`config.mk`:
```
export PLATFORM = sky130hd
export DESIGN_NAME = channel_scanner
export DESIGN_NICKNAME = d
export VERILOG_FILES = /design/src/rtl/channel_scanner.sv
export SDC_FILE = /design/constraint.sdc
export NUM_CORES = 1
export LEC_CHECK = 0
export BUFFER_PORTS_ARGS = -buffer_cell sky130_fd_sc_hd__buf_2
export CORE_MARGIN = 4
export CORE_UTILIZATION = 57
export CTS_CLUSTER_SIZE = 8
export DETAILED_ROUTE_END_ITERATION = 6
export GPL_ROUTABILITY_DRIVEN = 1
export PLACE_DENSITY = 0.8
export SYNTH_ARGS = -nofsm -noshare
export SYNTH_HDL_FRONTEND = slang
export SYNTH_SLANG_ARGS = --single-unit
```
`constraint.sdc`:
```
create_clock -name clk -period 4.4 [get_ports clk]
set_input_delay 0.44 -clock clk [delete_from_list [all_inputs] [get_ports clk]]
set_output_delay 0.44 -clock clk [all_outputs]
set_load 0.01 [all_outputs]
```
`src/rtl/channel_scanner.sv`:
```
// Scans a 3-bit channel index across the channels enabled in en_mask, holding each one for dwell+1 cycles.
// sel drives the 3-to-8 decoder; sel_valid qualifies it. Supports one-shot and continuous frames.
//
//   state | meaning
//   ------+-----------------------------------------------------------------
//   IDLE  | waiting for start; sel keeps its last value, sel_valid=0
//   SCAN  | stepping through the latched mask; busy=1, sel_valid=1
module channel_scanner #(
  parameter int DWELL_W = 8
) (
  input  logic               clk,
  input  logic               rst,
  input  logic               start,
  input  logic               stop,
  input  logic               continuous,
  input  logic [7:0]         en_mask,
  input  logic [DWELL_W-1:0] dwell,
  output logic [2:0]         sel,
  output logic               sel_valid,
  output logic               busy,
  output logic               done,
  output logic               frame_wrap
);

  localparam logic [0:0] ST_IDLE = 1'b0;
  localparam logic [0:0] ST_SCAN = 1'b1;

  logic [0:0]         state_q, state_d;
  logic [2:0]         sel_q, sel_d;
  logic               sel_valid_q, sel_valid_d;
  logic               busy_q, busy_d;
  logic               done_q, done_d;
  logic               frame_wrap_q, frame_wrap_d;
  logic [DWELL_W-1:0] cnt_q, cnt_d;
  logic [DWELL_W-1:0] dwell_q, dwell_d;
  logic [7:0]         mask_q, mask_d;
  logic               cont_q, cont_d;

  logic               nxt_found;
  logic [2:0]         nxt_idx;

  function automatic logic [2:0] lowest_en(input logic [7:0] m);
    logic [2:0] idx;
    idx = 3'd0;
    for (int i = 7; i >= 0; i--) begin
      if (m[i]) idx = 3'(i);
    end
    return idx;
  endfunction

  // Lowest enabled channel strictly above the current one; none found means end of frame.
  always_comb begin
    nxt_found = 1'b0;
    nxt_idx   = sel_q;
    for (int i = 7; i >= 0; i--) begin
      if (mask_q[i] && (3'(i) > sel_q)) begin
        nxt_found = 1'b1;
        nxt_idx   = 3'(i);
      end
    end
  end

  always_comb begin
    state_d      = state_q;
    sel_d        = sel_q;
    sel_valid_d  = sel_valid_q;
    busy_d       = busy_q;
    done_d       = 1'b0;
    frame_wrap_d = 1'b0;
    cnt_d        = cnt_q;
    dwell_d      = dwell_q;
    mask_d       = mask_q;
    cont_d       = cont_q;

    case (state_q)
      ST_IDLE: begin
        if (start && !stop) begin
          if (en_mask != 8'd0) begin
            mask_d      = en_mask;
            dwell_d     = dwell;
            cont_d      = continuous;
            sel_d       = lowest_en(en_mask);
            sel_valid_d = 1'b1;
            busy_d      = 1'b1;
            cnt_d       = '0;
            state_d     = ST_SCAN;
          end else begin
            done_d = 1'b1;
          end
        end
      end
      ST_SCAN: begin
        if (stop) begin
          state_d     = ST_IDLE;
          sel_valid_d = 1'b0;
          busy_d      = 1'b0;
        end else if (cnt_q != dwell_q) begin
          cnt_d = cnt_q + DWELL_W'(1);
        end else if (nxt_found) begin
          sel_d = nxt_idx;
          cnt_d = '0;
        end else begin
          frame_wrap_d = 1'b1;
          cnt_d        = '0;
          if (cont_q) begin
            sel_d = lowest_en(mask_q);
          end else begin
            state_d     = ST_IDLE;
            sel_valid_d = 1'b0;
            busy_d      = 1'b0;
            done_d      = 1'b1;
          end
        end
      end
      default: begin
        state_d     = ST_IDLE;
        sel_valid_d = 1'b0;
        busy_d      = 1'b0;
      end
    endcase
  end

  always_ff @(posedge clk) begin
    if (rst) begin
      state_q      <= ST_IDLE;
      sel_q        <= 3'd0;
      sel_valid_q  <= 1'b0;
      busy_q       <= 1'b0;
      done_q       <= 1'b0;
      frame_wrap_q <= 1'b0;
      cnt_q        <= '0;
      dwell_q      <= '0;
      mask_q       <= 8'd0;
      cont_q       <= 1'b0;
    end else begin
      state_q      <= state_d;
      sel_q        <= sel_d;
      sel_valid_q  <= sel_valid_d;
      busy_q       <= busy_d;
      done_q       <= done_d;
      frame_wrap_q <= frame_wrap_d;
      cnt_q        <= cnt_d;
      dwell_q      <= dwell_d;
      mask_q       <= mask_d;
      cont_q       <= cont_d;
    end
  end

  assign sel        = sel_q;
  assign sel_valid  = sel_valid_q;
  assign busy       = busy_q;
  assign done       = done_q;
  assign frame_wrap = frame_wrap_q;

endmodule

```
Word-level counts from Yosys, hierarchy flattened
Index checks and enable logic that the tools add are counted.
{ "totals": {"ff_bits": 32, "word_cells": 111, "input_bits": 21, "output_inout_bits": 7} }
{ "classes": {"reduce_logical": 16, "bitwise": 1, "addsub": 1, "n_eq_ne": 10, "n_mux": 66, "magnitude_cmp": 8} }
{ "op_table": {"columns": ["cell", "n"], "rows": [
  ["3-bit two-way mux", 30],
  ["8-bit two-way mux", 4],
  ["1-bit two-way mux", 27],
  ["8-bit one-hot mux with 2 select lines", 1],
  ["3-bit greater-than comparator, first input constant", 4],
  ["10-bit by 2-bit inequality test with 1-bit output, second input constant", 1],
  ["1-bit logical AND", 9],
  ["3-bit inequality test, second input constant", 3],
  ["8-bit by 1-bit adder with 8-bit output, second input constant", 1],
  ["2-bit inequality test, second input constant", 4],
  ["8-bit inequality test", 1],
  ["8-bit nonzero test", 1],
  ["1-bit by 3-bit greater-than comparator with 1-bit output, first input constant", 2],
  ["2-bit by 3-bit greater-than comparator with 1-bit output, first input constant", 2],
  ["1-bit one-hot mux with 2 select lines", 3],
  ["3-bit one-hot mux with 2 select lines", 1],
  ["3-bit AND reduction", 2],
  ["6-bit AND reduction", 1],
  ["5-bit AND reduction", 1],
  ["4-bit OR reduction", 1],
  ["3-bit by 1-bit inequality test with 1-bit output, second input constant", 1],
  ["1-bit logical NOT", 1],
  ["1-bit inverter", 1]
]} }

Longest topological paths before layout
{ "logic_depth": {"depth_word": 14, "ltp_mapped": 7} }

Least setup slack after synthesis
Ideal clock, no wire load.
{ "synth_path": {"path_type": "input to register", "from": "input en_mask[0]", "to": "register sel_q[1] (netlist: sel[1])", "setup_time_ns": 0.124, "t_arrival_ns": 1.651, "slack_ns": 2.626, "cell_stages": 6, "path_cell_list": "or4_4 o21ai_2 nor3_1 buf_2 o31ai_1 a21oi_1"} }
{ "synth_between": {"elab_chain_cells": 4, "word_cells_on_any_way": 7, "cone_classes": "1 x eq/ne; 4 x mux; 2 x reduce/logical"} }
{ "synth_rtl": {"columns": ["item", "line_no", "text"], "rows": [
  ["start, declared", "16", "input logic [7:0] en_mask,"],
  ["3-bit two-way mux", "46", "if (m[i]) idx = 3'(i);"],
  ["3-bit two-way mux", "78", "if (en_mask != 8'd0) begin"],
  ["3-bit two-way mux", "77", "if (start && !stop) begin"],
  ["3-bit one-hot mux with 2 select lines", "75", "case (state_q)"],
  ["end signal, assigned", "137", "sel_q <= sel_d;"],
  ["end, declared", "29", "logic [2:0] sel_q, sel_d;"]
]} }
Parallel ways exist; a longest one is shown, timed or not. The select of a mux whose other input is x is not followed.
A chain may end at the register's enable or synchronous reset.

Final worst setup path
{ "layout_path": {"from": "register sel_q[2] (netlist: sel[2])", "to": "register sel_q[1] (netlist: sel[1])"} }
{ "layout_between": {"elab_chain_cells": 14, "word_cells_on_any_way": 38, "cone_classes": "8 x order compare; 2 x eq/ne; 19 x mux; 9 x reduce/logical"} }
{ "layout_rtl": {"columns": ["item", "line_no", "text"], "rows": [
  ["3-bit greater-than comparator", "56", "if (mask_q[i] && (3'(i) > sel_q)) begin"],
  ["1-bit logical AND", "56", null],
  ["1-bit two-way mux (8 in series)", "56", null],
  ["3-bit two-way mux", "99", "end else if (nxt_found) begin"],
  ["3-bit two-way mux", "97", "end else if (cnt_q != dwell_q) begin"],
  ["3-bit two-way mux", "93", "if (stop) begin"],
  ["3-bit one-hot mux with 2 select lines", "75", null]
]} }
Parallel ways exist; a longest one is shown, timed or not. The select of a mux whose other input is x is not followed.

==> results.md <==
- Status: finished, final reports clean
- Final setup viols: 0
- Slew Viols, Final: 0
- CTS sink count: 32
- Total iterations of the first detailed-routing run: 4
- Initial antenna violation count: 0
- Post-CTS Hold Buffers: 0
- Root buf cell: clkbuf_4
- Hold Path Depth: 3
- Top routing layer in use: met4
- Post-synthesis simple-gate area fraction: 24.44%
- Final Wtd Congestion: 0.8676
- Share of cells above drive strength 1: 24.89%
- Final Instance Area: 1893 um2
- # resized after CTS: 0
- Post-layout min period: 2.052 ns
- XOR/XNOR share of the synthesized area: 7.614%
- Worst-path clk slew: 0.10 ns
- Area Overhead vs Synth: 9.717%
- # nets final: 258
- First-pass GRT wire length: 6.513 mm
- Complex-gate fraction of the synthesized area: 22.99%
- Crit Reg-Reg Startpoint: sel[2]
- Post-synth EDFFs: 0
- Post-CTS Setup Repair Bufs: 0
- Total negative slack: 0 ns
- Area post-placement: 1832 um2
- Drt total wl: 3.704 mm
- Total GRT Usage: 20.29%
- Setup crit start kind: flop
- Diodes inserted: 0
- Syn Inst Count: 212
- Slew of the pin with the lowest slew margin: 1.210 ns
- Starting Density: 60.99%
- Die area: 3972 um2
- Mux cell area share after synthesis: 1.160%
- Num ports: 28
- Die Y: 63.02 um
- Leakage power: 0.7792 nW
- Wl on met1: 1.574 mm
- YS warnings: 0
- #FFs+latches synth: 32
- Met3 Wirelength: 152 um
- Clock network latency to the later pin of the worst-skew pair: 0.34 ns
- Tcrit/Tclk final: 46.64%
- Crit path DAT: 2.33 ns
- Setup ws final: 2.348 ns
- Met2 wire length: 1.926 mm
- # rows: 19
- Synthesized Nets: 234
- Worst VDD drop: 0.2093 mV
- Die W: 63.02 um
- Num CTS Buffers: 5
- Count of input and output buffers: 27
- Antenna-violating nets left: 0
- Synth Flop Type: dfxtp_1
- RR Endpoint: sel[1]
- CP Class: flop to flop
- GRT overflow: 0
- Dpl ws: 2.071 ns
- Worst-path fanout max: 12
- Setup crit end kind: flop
- Worst reg-to-reg setup slack: 2.35 ns
- Synthesized area per cell: 8.139 um2
- Worst hold path startpoint: dwell[5]
- Largest family of logic cells by synthesized area: simple AND/OR/NAND/NOR gates
- DR vias/cell: 5.705
- Rel. slew slack: 18.92%
- Fmax: 487.3 MHz
- HPWL after DPL: 2.775 mm
- Hold Path Sink: dwell_q[5]
- Clock Skews: 0.005630 ns
- Ys async rst share: 0%
- CP required: 4.68 ns
- Pwr Total: 0.5947 mW
- Maxcap violations: 0
- Initial DRC count: 87
- Unrepaired setup endpoints after global routing: no
- Final Hold Viols: 0
- Drt drc: 0
- Vias: 1529
- Post-synthesis sequential area ratio: 37.13%
- Core area: 2829 um2
- Adder-cell share of the synthesized area: 0.7252%
- CTS tree: yes
- Pwr/cell area: 314.2 nW/um2
- Vias in the first global route: 1455
- Wire per inst: 13.82 um
- Reg2reg path depth: 6
- Pin count of the biggest net entering global routing: 22
- Post-Syn Area: 1725 um2
- Min-Delay Path Class: primary input to flop
- H-tree Lvls: 2
- Max Root-Sink Buffers: 2
- Synth cell types: 46
[cell families (layout without fill, tap and decap cells)]
logic type      Yosys count  count (layout)
flops                    32              32
mux                       2               2
xor+xnor                 15              15
simple gates             86              86
buf+inv                  18              43
fa+ha+maj                 1               1
compound gates           58              58
[final cells by class]
type | count | area (um2)
sequential | 32 | 640.6
clock inverter | 2 | 10.01
tap | 31 | 38.79
clock buffer | 6 | 51.30
multi-input combinational | 162 | 987.2
timing repair buffer | 27 | 135.1
fill | 248 | 935.9
inverter | 8 | 30.03
[worst max-delay path, stage by stage (launching register included)]
cell and delay [ns]:
dfxtp_1 0.54, a21boi_1 0.13, o21ai_0 0.22, nor2b_1 0.33, nand3_1 0.20, o41a_1 0.44, a21oi_1 0.14
[flip-flops by register name (all words and copies together) (netlist names)]
signal	flops
busy	1
cnt_q	8
cont_q	1
done	1
dwell_q	8
frame_wrap	1
mask_q	8
sel	3
state_q	1
[worst max path at each step]
stage	startpoint	end	slack, ns	cells after the start
global route	sel[2]	sel[1]	2.11	6
floorplan	en_mask[0]	sel[1]	2.63	6
CTS	sel[2]	sel[1]	2.33	6
detailed placement	en_mask[0]	dwell_q[3]	2.07	6
global placement	en_mask[0]	mask_q[4]	2.13	6
finish	sel[2]	sel[1]	2.35	6
[power by group]
group | internal, mW | switching, mW
clock | 0.0759 | 0.102
sequential | 0.301 | 0.0155
combinational | 0.0404 | 0.0598
[synth_stat cells, drive strengths merged (3+ instances only)]
| cell | n | area (um2) |
|---|---|---|
| nand4 | 4 | 25.02 |
| nor2b | 3 | 18.77 |
| nor2 | 17 | 63.81 |
| dfxtp | 32 | 640.6 |
| inv | 8 | 30.03 |
| o21ai | 9 | 48.79 |
| buf | 7 | 61.30 |
| nand2 | 44 | 187.7 |
| xor2 | 14 | 122.6 |
| o31a | 3 | 26.28 |
| nor4 | 4 | 25.02 |
| o31ai | 3 | 22.52 |
| clkbuf | 3 | 11.26 |
| a21oi | 28 | 177.7 |
[per-stage QoR]
step / hold slack, ns / util (%) / std cells
5_1_grt: 0.3210 / 66.92 / 268
2_1_floorplan: 0.4481 / - / 212
6_report: 0.3277 / 66.92 / 268
4_1_cts: 0.3250 / 66.92 / 268
3_5_place_dp: 0.4648 / 64.75 / 260
3_3_place_gp: 0.4576 / 64.75 / 260
[cells in the final DEF (no fill, tap or decap), types with 3 or more instances in the layout]
master / Yosys / final
nand2_1: 35 / 35
o21ai_0: 7 / 7
a21oi_1: 18 / 18
inv_1: 8 / 8
xor2_1: 14 / 14
nand2_2: 9 / 9
buf_2: 3 / 27
a21oi_2: 10 / 10
o31a_1: 3 / 3
nor2b_1: 3 / 3
nor2_1: 17 / 17
nor4_1: 4 / 4
clkbuf_4: 0 / 5
nand4_1: 4 / 4
dfxtp_1: 32 / 32
o31ai_1: 3 / 3
[metal layers]
layer  vias up  GRT usage, %
met5         -             0
met4         0         6.336
met3         7         6.115
met2        30         36.10
met1       706         22.94
li1        786             -
No activity file was read; power rests on OpenSTA's default activity.
